==> config.mk <==
export PLATFORM = sky130hd
export DESIGN_NAME = csi_lane_aligner
export DESIGN_NICKNAME = d
export VERILOG_FILES = /design/src/rtl/top_pkg.sv /design/src/rtl/csi_lane_fifo.sv /design/src/rtl/csi_lane_aligner.sv
export SDC_FILE = /design/constraint.sdc
export NUM_CORES = 1
export LEC_CHECK = 0
export CAP_MARGIN = 20
export CORE_AREA = 2 2 246 151
export CTS_BUF_LIST = sky130_fd_sc_hd__clkbuf_4
export CTS_CLUSTER_DIAMETER = 30
export DETAILED_ROUTE_END_ITERATION = 6
export DIE_AREA = 0 0 248 153
export DONT_BUFFER_PORTS = 1
export HOLD_SLACK_MARGIN = 0.02
export PLACE_DENSITY_LB_ADDON = 0.08
export SYNTH_ARGS = -nofsm -noshare
export SYNTH_HDL_FRONTEND = slang
export SYNTH_SLANG_ARGS = --single-unit
==> constraint.sdc <==
create_clock -name clk -period 8.76 [get_ports clk]
set_clock_uncertainty 0.15 [all_clocks]
set_input_delay 1.752 -clock clk [delete_from_list [all_inputs] [get_ports clk]]
set_output_delay 1.752 -clock clk [all_outputs]
set_load 0.03 [all_outputs]
==> src/rtl/top_pkg.sv <==
// Shared types and defaults for the CSI lane aligner.
package top_pkg;

    localparam int NUM_LANE    = 4;
    localparam int ALIGN_DEPTH = 8;
    localparam int SKEW_TMO    = 16;

    typedef logic [7:0]          lane_data_t;
    typedef logic [NUM_LANE-1:0] lane_vld_t;

    typedef enum logic [1:0] {
        ST_IDLE   = 2'd0,
        ST_WAIT   = 2'd1,
        ST_STREAM = 2'd2,
        ST_FLUSH  = 2'd3
    } align_state_t;

endpackage

==> src/rtl/csi_lane_fifo.sv <==
// Per-lane skew buffer: DEPTH bytes, wrap-bit pointers, show-ahead read
// so the aligner can register the head byte in the same cycle it pops.
module csi_lane_fifo
    import top_pkg::*;
#(
    parameter int DEPTH = ALIGN_DEPTH
) (
    input  logic                    clk,
    input  logic                    rst_n,
    input  logic                    clr,
    input  logic                    wr_en,
    input  lane_data_t              wr_data,
    input  logic                    rd_en,
    output lane_data_t              rd_data,
    output logic [$clog2(DEPTH):0]  count,
    output logic                    empty,
    output logic                    full
);

    localparam int AW = $clog2(DEPTH);

    lane_data_t    mem [DEPTH];
    logic [AW:0]   wr_ptr_reg;
    logic [AW:0]   rd_ptr_reg;
    logic          rd_ok;
    logic          wr_ok;

    // Pointers carry one extra wrap bit; equal means empty, MSB-only
    // difference means full.
    assign empty   = (wr_ptr_reg == rd_ptr_reg);
    assign full    = (wr_ptr_reg[AW] != rd_ptr_reg[AW]) &&
                     (wr_ptr_reg[AW-1:0] == rd_ptr_reg[AW-1:0]);
    assign count   = wr_ptr_reg - rd_ptr_reg;
    assign rd_ok   = rd_en && !empty;
    // A pop in the same cycle frees a slot, so a full buffer still accepts.
    assign wr_ok   = wr_en && (!full || rd_ok);
    assign rd_data = mem[rd_ptr_reg[AW-1:0]];

    // Storage write; contents need no reset since pointers gate every read.
    always_ff @(posedge clk) begin
        if (wr_ok) begin
            mem[wr_ptr_reg[AW-1:0]] <= wr_data;
        end
    end

    // Pointer update with synchronous clear taking priority over traffic.
    always_ff @(posedge clk or negedge rst_n) begin
        if (!rst_n) begin
            wr_ptr_reg <= '0;
            rd_ptr_reg <= '0;
        end else if (clr) begin
            wr_ptr_reg <= '0;
            rd_ptr_reg <= '0;
        end else begin
            if (wr_ok) begin
                wr_ptr_reg <= wr_ptr_reg + (AW+1)'(1);
            end
            if (rd_ok) begin
                rd_ptr_reg <= rd_ptr_reg + (AW+1)'(1);
            end
        end
    end

endmodule

==> src/rtl/csi_lane_aligner.sv <==
// CSI-2 lane deskew: buffers each lane's bytes and releases one word per
// cycle once every enabled lane holds data. Error pulses are registered and
// appear the cycle after the event that caused them.
module csi_lane_aligner #(
    parameter int NUM_LANE = top_pkg::NUM_LANE,
    parameter int DEPTH    = top_pkg::ALIGN_DEPTH,
    parameter int SKEW_TMO = top_pkg::SKEW_TMO
) (
    input  logic                  clk,
    input  logic                  rst_n,
    input  logic [NUM_LANE-1:0]   lane_en,
    input  logic [NUM_LANE-1:0]   in_vld,
    input  logic [NUM_LANE*8-1:0] in_data,
    output logic                  out_vld,
    output logic [NUM_LANE*8-1:0] out_data,
    output logic                  err_skew,
    output logic                  err_ovf,
    output logic                  busy
);

    localparam int CW = $clog2(SKEW_TMO + 1);
    localparam int AW = $clog2(DEPTH);

    top_pkg::align_state_t state_reg;
    top_pkg::align_state_t state_next;
    logic [CW-1:0]         tmo_cnt_reg;
    logic [CW-1:0]         tmo_cnt_next;

    logic [NUM_LANE-1:0]   wr_req;
    logic [NUM_LANE-1:0]   lane_ready;
    logic [NUM_LANE-1:0]   lane_empty;
    logic [NUM_LANE-1:0]   lane_full;
    logic [NUM_LANE-1:0]   lane_ovf;
    logic [NUM_LANE*8-1:0] pop_data;

    logic                  pop;
    logic                  clr;
    logic                  any_vld;
    logic                  all_ready;
    logic                  any_empty;
    logic                  any_ovf;
    logic                  err_skew_next;

    logic                  out_vld_reg;
    logic [NUM_LANE*8-1:0] out_data_reg;
    logic                  err_skew_reg;
    logic                  err_ovf_reg;

    generate
        for (genvar gi = 0; gi < NUM_LANE; gi++) begin : g_lane
            logic [AW:0]         fifo_count;
            top_pkg::lane_data_t fifo_rd_data;

            // FLUSH refuses input so a bad packet cannot leak into the next.
            assign wr_req[gi] = in_vld[gi] && lane_en[gi] &&
                                (state_reg != top_pkg::ST_FLUSH);

            csi_lane_fifo #(
                .DEPTH(DEPTH)
            ) u_fifo (
                .clk     (clk),
                .rst_n   (rst_n),
                .clr     (clr),
                .wr_en   (wr_req[gi]),
                .wr_data (in_data[8*gi +: 8]),
                .rd_en   (pop && lane_en[gi]),
                .rd_data (fifo_rd_data),
                .count   (fifo_count),
                .empty   (lane_empty[gi]),
                .full    (lane_full[gi])
            );

            // Disabled lanes never hold back alignment.
            assign lane_ready[gi] = !lane_en[gi] || (fifo_count != '0);
            assign lane_ovf[gi]   = wr_req[gi] && lane_full[gi] && !pop;
            assign pop_data[8*gi +: 8] = lane_en[gi] ? fifo_rd_data : 8'h00;
        end
    endgenerate

    assign any_vld   = |(in_vld & lane_en);
    assign all_ready = (&lane_ready) && (|lane_en);
    assign any_empty = |(lane_empty & lane_en);
    assign any_ovf   = |lane_ovf;

    // Next-state, pop and clear decisions; overflow overrides everything.
    always_comb begin
        state_next    = state_reg;
        tmo_cnt_next  = tmo_cnt_reg;
        pop           = 1'b0;
        clr           = 1'b0;
        err_skew_next = 1'b0;
        case (state_reg)
            top_pkg::ST_IDLE: begin
                if (any_vld) begin
                    state_next   = top_pkg::ST_WAIT;
                    tmo_cnt_next = '0;
                end
            end
            top_pkg::ST_WAIT: begin
                tmo_cnt_next = tmo_cnt_reg + CW'(1);
                if (all_ready) begin
                    pop        = 1'b1;
                    state_next = top_pkg::ST_STREAM;
                end else if (tmo_cnt_reg == CW'(SKEW_TMO - 1)) begin
                    err_skew_next = 1'b1;
                    state_next    = top_pkg::ST_FLUSH;
                end
            end
            top_pkg::ST_STREAM: begin
                if (all_ready) begin
                    pop = 1'b1;
                end else if (!any_vld && any_empty) begin
                    // Packet over: leftover bytes of leading lanes are dropped.
                    clr        = 1'b1;
                    state_next = top_pkg::ST_IDLE;
                end
            end
            top_pkg::ST_FLUSH: begin
                clr = 1'b1;
                if (!(|in_vld)) begin
                    state_next = top_pkg::ST_IDLE;
                end
            end
            default: begin
                state_next = top_pkg::ST_IDLE;
            end
        endcase
        if (any_ovf) begin
            state_next = top_pkg::ST_FLUSH;
        end
    end

    // State and skew timeout counter registers.
    always_ff @(posedge clk or negedge rst_n) begin
        if (!rst_n) begin
            state_reg   <= top_pkg::ST_IDLE;
            tmo_cnt_reg <= '0;
        end else begin
            state_reg   <= state_next;
            tmo_cnt_reg <= tmo_cnt_next;
        end
    end

    // Output word and error pulse registers; data holds when nothing pops.
    always_ff @(posedge clk or negedge rst_n) begin
        if (!rst_n) begin
            out_vld_reg  <= 1'b0;
            out_data_reg <= '0;
            err_skew_reg <= 1'b0;
            err_ovf_reg  <= 1'b0;
        end else begin
            out_vld_reg  <= pop;
            err_skew_reg <= err_skew_next;
            err_ovf_reg  <= any_ovf;
            if (pop) begin
                out_data_reg <= pop_data;
            end
        end
    end

    assign out_vld  = out_vld_reg;
    assign out_data = out_data_reg;
    assign err_skew = err_skew_reg;
    assign err_ovf  = err_ovf_reg;
    assign busy     = (state_reg != top_pkg::ST_IDLE);

endmodule

==> results.py <==
metrics = {
    "pwr": {
        "p_switching_mw": 1.81,
        "swShare_pct": 36.3,
        "seqPwrFrac_pct": 43.4,
        "power_frac_clock_pct": 28.8,
        "total_power_mw": 5.00,
        "leakagePower_nw": 5.79,
        "power_frac_comb_pct": 27.8,
        "power.density_nw_per_um2": 313,
        "vdd_drop_max_mv": 0.139,
        "p_int_mw": 3.19,
    },
    "placed_design": {
        "dpl.cell_count": 1405,
        "hpwlAfterDp_microns": 21000,
        "portBuffers": 0,
        "gp_congestion": 0.796,
    },
    "sta": {
        "max_freq_ghz": 0.173,
        "slew-limit-headroom_pct": 31.3,
        "rsz0062_at_grt": "false",
        "drv_slew": 0,
        "fin_setup_tns_ps": 0,
        "setup_violations": 0,
        "hold_ws_ps": 382,
        "report.final.hold_viol_count": 0,
        "period_needed_ps": 5770,
        "finalCritPeriodShare_pct": 65.9,
        "tightest_slew_ps": 1020,
    },
    "worst_setup_path": {
        "cp.required_ps": 8960,
        "cp-end-kind": "flip-flop",
        "cp_max_fo": 39,
        "worstPathArrival_ps": 5970,
        "setup.worst_path.start_class": "flip-flop",
        "crit_type": "flip-flop to flip-flop",
    },
    "detailed_routing": {
        "vias": 8369,
        "wl_per_cell_microns": 21.1,
        "vias_per_cell": 5.32,
        "drt_first_pass_iters": 5,
        "drtAntennaViolNets": 0,
        "finalWirelength_microns": 33200,
        "drc": 0,
        "drtIter0Drc": 762,
    },
    "floorplan": {
        "die_h_microns": 153,
        "io-pin-count": 78,
        "die_w_microns": 248,
        "core-area_sq_um": 35700,
        "num_rows": 54,
        "start_util_pct": 39.6,
        "dieArea_sq_um": 37900,
    },
    "logic_synthesis": {
        "avgSynthCellArea_sq_um": 14.7,
        "yosysTopAreaCellShare_pct": 54.3,
        "synth.distinct_cells": 64,
        "synth_top_area_cell": "edfxtp_1",
        "yosysSeqAreaShare_pct": 67.4,
        "synth_edf_count": 256,
        "synth-seq-cells": 330,
        "synthesis.nets": 1030,
        "yosys_warnings": 0,
        "ys.flop_type": "edfxtp_1",
        "syn_inst": 962,
        "async_flop_share_pct": 22.4,
        "synth_area_leaders": "edfxtp_1 (54%), dfrtp_1 (13%), mux4_2 (10%), nand2_1 (4.7%), ha_1 (2.3%)",
        "syn_area_sq_um": 14100,
    },
    "clocking": {
        "clk_latency_ps": 750,
        "postCtsHoldBufs": 0,
        "clkTransAtPathRegs_ps": 80,
        "cts_tree": "done",
        "cts_setup_buffers": 0,
        "htree_levels": 3,
        "cts_inserted_buffers": 85,
        "clockRootBuffer": "clkbuf_4",
        "postCtsResizedCells": 0,
        "cts_sinks": 330,
        "clockBufferDepth": 3,
    },
    "min_path": {
        "hold_class": "flip-flop to flip-flop",
    },
    "cells_and_area": {
        "regArea_sq_um": 9540,
        "syn_to_final_growth_pct": 12.9,
        "drive_gt1_share_pct": 24.2,
        "final_common_cell": "edfxtp_1",
        "final_cell_mix": "edfxtp_1 (256), nand2_1 (178), clkbuf_4 (131)",
        "final_net_count": 1090,
        "largest_reg_flops": 256,
        "fillerInstances": 3219,
        "finalNonFillerCells": 1572,
        "multi_input_area_sq_um": 4350,
    },
    "grt": {
        "antenna_found_initial": 1,
        "grtUsageTotal_pct": 18.2,
        "grt_max_degree": 75,
        "overflow": 0,
        "grt_pass1_vias": 8474,
        "grt_pass1_wl_microns": 51500,
    },
    "flow_run": {
        "maxCapViolations": 0,
    },
    "status": {
        "status": "complete, no violations",
    },
}
## synth_stat cells, drive strengths merged (11+ instances only)
cell and number:
o21ai 17, clkbuf 20, nand2 180, xor2 11
nor3 12, nor2 28, buf 30, xnor2 11
edfxtp 256, dfrtp 74, a21oi 32, ha 26
inv 29, nor4 17, mux4 64, nand3 57
## metal layers
metal	up-vias	global-route usage [%]	wire length (microns)
met2	230	24.0	13700
li1	3840	-	-
met4	0	5.90	657
met5	-	0	0
met3	57	5.43	2100
met1	4242	28.3	16800
## worst max-delay path, stage by stage (launching register included)
cell     delay, ps
dfrtp_1        980
inv_1          110
ha_1           370
and3_1         190
nand3_1        130
o32a_1         190
and4_1         800
nand2_8        360
inv_2          830
o21ai_1        330
nor4b_2        930
## layout make-up
class | instances | share of cell area (%)
antenna | 2 | 0.0313
tap | 476 | 3.73
clock inverter | 31 | 1.43
clock buffer | 128 | 6.02
timing repair buffer | 23 | 1.08
inverter | 30 | 0.705
multi-input combinational | 552 | 27.2
sequential | 330 | 59.7
## through the flow
step / instance area [sq um] / setup slack (ps) / utilization, %
global route: 16000 / 2580 / 44.7
CTS: 15900 / 2900 / 44.5
floorplan: 14100 / 4310 / -
finish: 16000 / 2990 / 44.7
detailed placement: 14700 / 2850 / 41.2
global placement: 14700 / 3010 / 41.2
## power by group through the flow
| stage | Clock (mW) | Sequential [mW] | Combinational [mW] |
|---|---|---|---|
| after CTS | 1.49 | 2.18 | 1.39 |
| after detailed placement | 0 | 2.21 | 1.39 |
| after global routing | 1.57 | 2.20 | 1.55 |
| after floorplan | 0 | 2.08 | 1.15 |
| after global placement | 0 | 2.21 | 1.38 |
| final | 1.44 | 2.17 | 1.39 |
## logic make-up (layout without fill, tap and decap cells)
family / count (synthesis) / in the layout / share of synthesized area, %
AND/OR/NAND/NOR: 353 / 353 / 11.8
AO/OA/AOI/OAI: 85 / 85 / 4.14
XOR/XNOR: 22 / 22 / 1.42
flip-flops: 330 / 330 / 67.4
multiplexers: 66 / 66 / 10.3
other: 0 / 2 / 0
adder cells (fa/ha/maj): 26 / 26 / 2.30
buffers and inverters: 80 / 212 / 2.56
## worst paths after layout
kind | cells past startpoint | slack [ps] | end | startpoint
worst max-delay path | 10 | 2990 | g_lane[3].u_fifo.mem[2][0] | g_lane[3].u_fifo.rd_ptr_reg[1]
worst min-delay path | 2 | 380 | tmo_cnt_reg[4] | tmo_cnt_reg[4]
worst max register to register | 10 | 2990 | g_lane[3].u_fifo.mem[2][0] | g_lane[3].u_fifo.rd_ptr_reg[1]
worst min register to register | 2 | 380 | tmo_cnt_reg[4] | tmo_cnt_reg[4]
max in group asynchronous | 0 | 7740 | out_data[31] | rst_n
min in group asynchronous | 0 | 540 | out_data[8] | rst_n
(Power assumes the default switching activity.)
